<file path="src/rtl/register_file.sv">
// Operand store: 32 x 32-bit flop-based register file, two async read ports, one sync write port.
// Latency: reads are combinational (0 cycles); a write becomes visible on the edge it is sampled.
// Backpressure: none; a write is accepted on every edge with write=1, and reset wins over write.
module register_file #(
    parameter int DATA_W = 32,
    parameter int ADDR_W = 5
) (
    input  logic              clk,
    input  logic              rst_n,
    input  logic [ADDR_W-1:0] ra1,
    input  logic [ADDR_W-1:0] ra2,
    input  logic [ADDR_W-1:0] wa,
    input  logic              write,
    input  logic [DATA_W-1:0] wdata,
    output logic [DATA_W-1:0] rdata1,
    output logic [DATA_W-1:0] rdata2
);

    localparam int DEPTH = 1 << ADDR_W;

    logic [DATA_W-1:0] regs [DEPTH];

    // No write-to-read bypass: reads see storage, so a same-cycle write shows up after the edge.
    always_ff @(posedge clk) begin
        if (!rst_n) begin
            for (int i = 0; i < DEPTH; i++) begin
                regs[i] <= '0;
            end
        end else if (write) begin
            regs[wa] <= wdata;
        end
    end

    assign rdata1 = regs[ra1];
    assign rdata2 = regs[ra2];

endmodule

</file>
<file path="config.mk">
export PLATFORM = sky130hd
export DESIGN_NAME = register_file
export DESIGN_NICKNAME = d
export VERILOG_FILES = /design/src/rtl/register_file.sv
export SDC_FILE = /design/constraint.sdc
export NUM_CORES = 2
export LEC_CHECK = 0
export CAP_MARGIN = 5
export CELL_PAD_IN_SITES_DETAIL_PLACEMENT = 0
export CELL_PAD_IN_SITES_GLOBAL_PLACEMENT = 1
export CORE_MARGIN = 2
export CORE_UTILIZATION = 35
export DETAILED_ROUTE_END_ITERATION = 8
export GPL_TIMING_DRIVEN = 0
export MAX_ROUTING_LAYER = met4
export PLACE_DENSITY_LB_ADDON = 0.1
export RECOVER_POWER = 100
export SLEW_MARGIN = 20
export SYNTH_ARGS = -nofsm -noshare
export SYNTH_HDL_FRONTEND = slang
export SYNTH_SLANG_ARGS = --single-unit
</file>
<file path="constraint.sdc">
create_clock -name clk -period 5.4 [get_ports clk]
set_clock_uncertainty 0.2 [all_clocks]
set_input_delay 1.08 -clock clk [delete_from_list [all_inputs] [get_ports clk]]
set_output_delay 1.08 -clock clk [all_outputs]
set_load 0.01 [all_outputs]
</file>
======== After elaboration in Yosys (flattened, before gate mapping) ========
Memories as Yosys holds them, arrays and structs flattened.
Cells that the tools add are included.
word-level totals
  bits in registers ....................... 0
  bits in writable memories ............... 1,024
  bits of input ports ..................... 50
  output and inout port bits .............. 64
  memories ................................ 1
memory list
  name  depth  bits a word  rd ports  clocked after Yosys merged registers in  wr ports  RTL line  source
  regs  32     32           2         0                                        32        21        logic [DATA_W-1:0] regs [DEPTH];
operators by class
  multiplexer cells ....................... 7
  reduce and logical (&&, ||, !) cells .... 1
operators by type and width
  kind               count
  $mux W32           1
  $reduce_or A32 Y1  1
  $mux W1            5
  $mux W5            1

======== Depth between registers and ports, before layout ========
  depth in word-level cells ............... 5
  depth in mapped cells ................... 8
  mapped depth without buffers ............ 5

======== Least setup slack after synthesis ========
No wires, ideal clock.
  path kind ............................... input -> register
  from .................................... input port wa[1]
  to ...................................... memory regs[24][0], enable pin
  library setup time ...................... 0.466 ns
  data arrival time ....................... 4.081 ns
  path slack .............................. 0.653 ns
  stages on the path ...................... 4
  path through ............................ or3_1 buf_2 buf_2 o21ai_0
RTL lines
  item             RTL line  source
  start, declared  12        input logic [ADDR_W-1:0] wa,
  end, declared    21

==> results_dict.tcl <==
set metrics [dict create \
    rsz0062_at_grt "false" \
    p_leak_nw 24.2 \
    yosys_warnings 0 \
    syn_avg_cell_area_um2 12.0 \
    path_class "in -> reg" \
    fp.dieH_um 403 \
    ant_nets 0 \
    synth.largest_area_cell "edfxtp_1" \
    setup_viol 23 \
    status "complete, but fails checks" \
    syn_nets 4696 \
    synthMuxAreaShare 0.184 \
    layout-drive-gt1-share 0.0876 \
    nNetsFinal 4986 \
    die_w_um 403 \
    final-hold-violation-count 0 \
    gp_congestion 0.977 \
    worstSetupEndpointType "flip-flop" \
    first_global_vias 39600 \
    ys_seq_area_frac 0.552 \
    setup_ws_ns -0.105 \
    synth_area_leaders "edfxtp_1 55%, mux2i_1 18%, and2_1 12%" \
    synth_compound_area_frac 0.0732 \
    clock_power_share 0.392 \
    track_usage 0.297 \
    power.density_nw_per_um2 312 \
    fmax_ghz 0.182 \
    synth_xor_area_frac 0 \
    synthCells 4646 \
    antenna_found_initial 12 \
    areaGrowthSynthToFinish_pct 14.7 \
    fin_hold_ws_ns 0.939 \
    fin_crit_sh 1.02 \
    start_kind "input port" \
    grt_max_degree 20 \
    vias 39800 \
    critical_path_required_ns 5.61 \
    violations "capacitance limit, slew limit, setup timing" \
    netSwitchingPower_mw 5.50 \
    p_comb_frac 0.136 \
    grt_use_met2 0.469 \
    top_regs "regs: 1024 flops" \
    worst_slew_pin_slew_ns 2.63 \
    synth_area_um2 55800 \
    die-area_um2 163000 \
    relSlewSlack -0.775 \
    clock_path_buffers 3 \
    largest_reg_flops 1024 \
    p_int_mw 14.4 \
    start_util 0.352 \
    dr.pass1.iters 5 \
    grt_pass1_wl_mm 321 \
    max_cap_viol_count 14 \
    final_cell_mix "1024 x mux2i_1, 1024 x edfxtp_1, 524 x and2_0" \
    finalPower_mw 19.9 \
    seq_power_share 0.472 \
    grt_use_met1 0.385 \
    synth-seq-cells 1024 \
    grt-busiest-layer "met2" \
    ir_drop_mv 0.282 \
    htreeDepth 3 \
    drt_iter0_markers 3920 \
    cts_root_buf "clkbuf_16" \
    yosys.area.top_type_share 0.552 \
    synthAdderAreaFrac 0 \
    utilization 0.404 \
    wl_per_cell_um 33.5 \
    io_buffers 111 \
    clock-sinks 1024 \
    synthSimpleGateAreaFrac 0.157 \
    synth_top_family_by_area "multiplexers" \
    globalRouteMet3Util 0.0337 \
    top_register "regs" \
    holdCritPathClass "in -> reg" \
    dp_hpwl_mm 179 \
    grt-ovfl-total 0 \
    io_pins 114 \
    worstPathArrival_ns 5.71 \
    slew_violations 169 \
    cts.clk_slew.worst_paths_ns 0.06 \
    cts_setup_buffers 0 \
    drc 0 \
    cts_inserted_buffers 120 \
    vias_per_cell 5.60 \
    cts_tree "done" \
    p_sw_frac 0.276 \
    rows 146 \
    layout_min_cycle_time_ns 5.51 \
    wl_mm 238 \
    crit_fanout 16 \
    yosysUniqueCellTypes 27 \
    core_area_um2 158000 \
]
timing repair:
item | in CTS | in global routing
gates resized for setup | 154 | 49
cloned | 0 | 0
endpoints found under the setup margin | 64 | 47
hold buffers | 0 | 0
final cells by class:
cell class / instances / area (um2)
fillers: 15200 / 94400
flip-flops and latches: 1024 / 30700
multi-input cells: 3167 / 23200
clock buffers: 154 / 3190
well taps: 2072 / 2590
plain buffers: 455 / 2200
repair buffers: 168 / 1580
clock inverters: 69 / 435
diodes: 5 / 12.5
per-layer routing:
metal  part of all wire  vias to the layer above
met1               0.43                    20300
met2               0.46                     1511
met4              0.057                        0
met5                  0                        -
met3              0.055                      388
li1                   -                    17600
worst max-delay path, stage by stage:
cell and delay, ns:
dlygate4sd3_1 0.95, nand4_1 0.54, clkbuf_1 0.43, o21ai_0 2.06, buf_16 0.20, clkbuf_4 0.38
path summary, 6_finish.rpt:
check	depth (start not counted)	endpoint	slack, ns	from
setup / recovery	6	regs[31][4]$_SDFFCE_PN0P_	-0.11	rst_n
hold / removal	2	regs[5][6]$_SDFFCE_PN0P_	0.94	wdata[6]
cells in the mapped netlist:
master and number:
and2_1 1026, edfxtp_1 1024, mux2i_1 1024, clkbuf_1 275
nand2_1 197, nand3_1 193, a21oi_1 192, a22oi_1 192
a22o_1 128, buf_2 126, a31oi_1 64, nor3_1 64
nor2_1 33, o21ai_0 32, buf_1 23, buf_4 16
clkbuf_2 15, nand2b_1 4, nor2b_1 4, nand3b_1 3
nor2_4 2, or2_2 2, or3_1 2, or3b_1 2
nand4_1 1, nand4b_1 1, nor2_2 1
power by group through the flow:
stage | registers, mW | logic, mW | clock network [mW]
final | 9.40 | 2.71 | 7.81
after global routing | 9.45 | 2.81 | 8.15
after CTS | 9.38 | 2.81 | 7.86
after detailed placement | 9.55 | 2.78 | 0
after global placement | 9.60 | 2.60 | 0
after floorplan | 9.52 | 1.37 | 0
through the flow:
step | area (um2) | setup TNS [ns] | worst slack (ns) | cells
after floorplan | 55800 | 0 | 0.653 | 4646
after global placement | 59500 | -3310.68 | -3.81 | 6829
after detailed placement | 61400 | -36.67 | -0.861 | 6886
after CTS | 65300 | 0 | 0.00257 | 7109
after global routing | 63900 | 0 | 0.000937 | 7110
final | 63900 | -1.74 | -0.105 | 7114
logic make-up after synthesis:
logic type             after synthesis
buffers and inverters              455
muxes                             1024
AOI/OAI and AO/OA                  608
and+or+nand+nor                   1535
DFF                               1024
No activity file was read; power rests on OpenSTA's default activity.
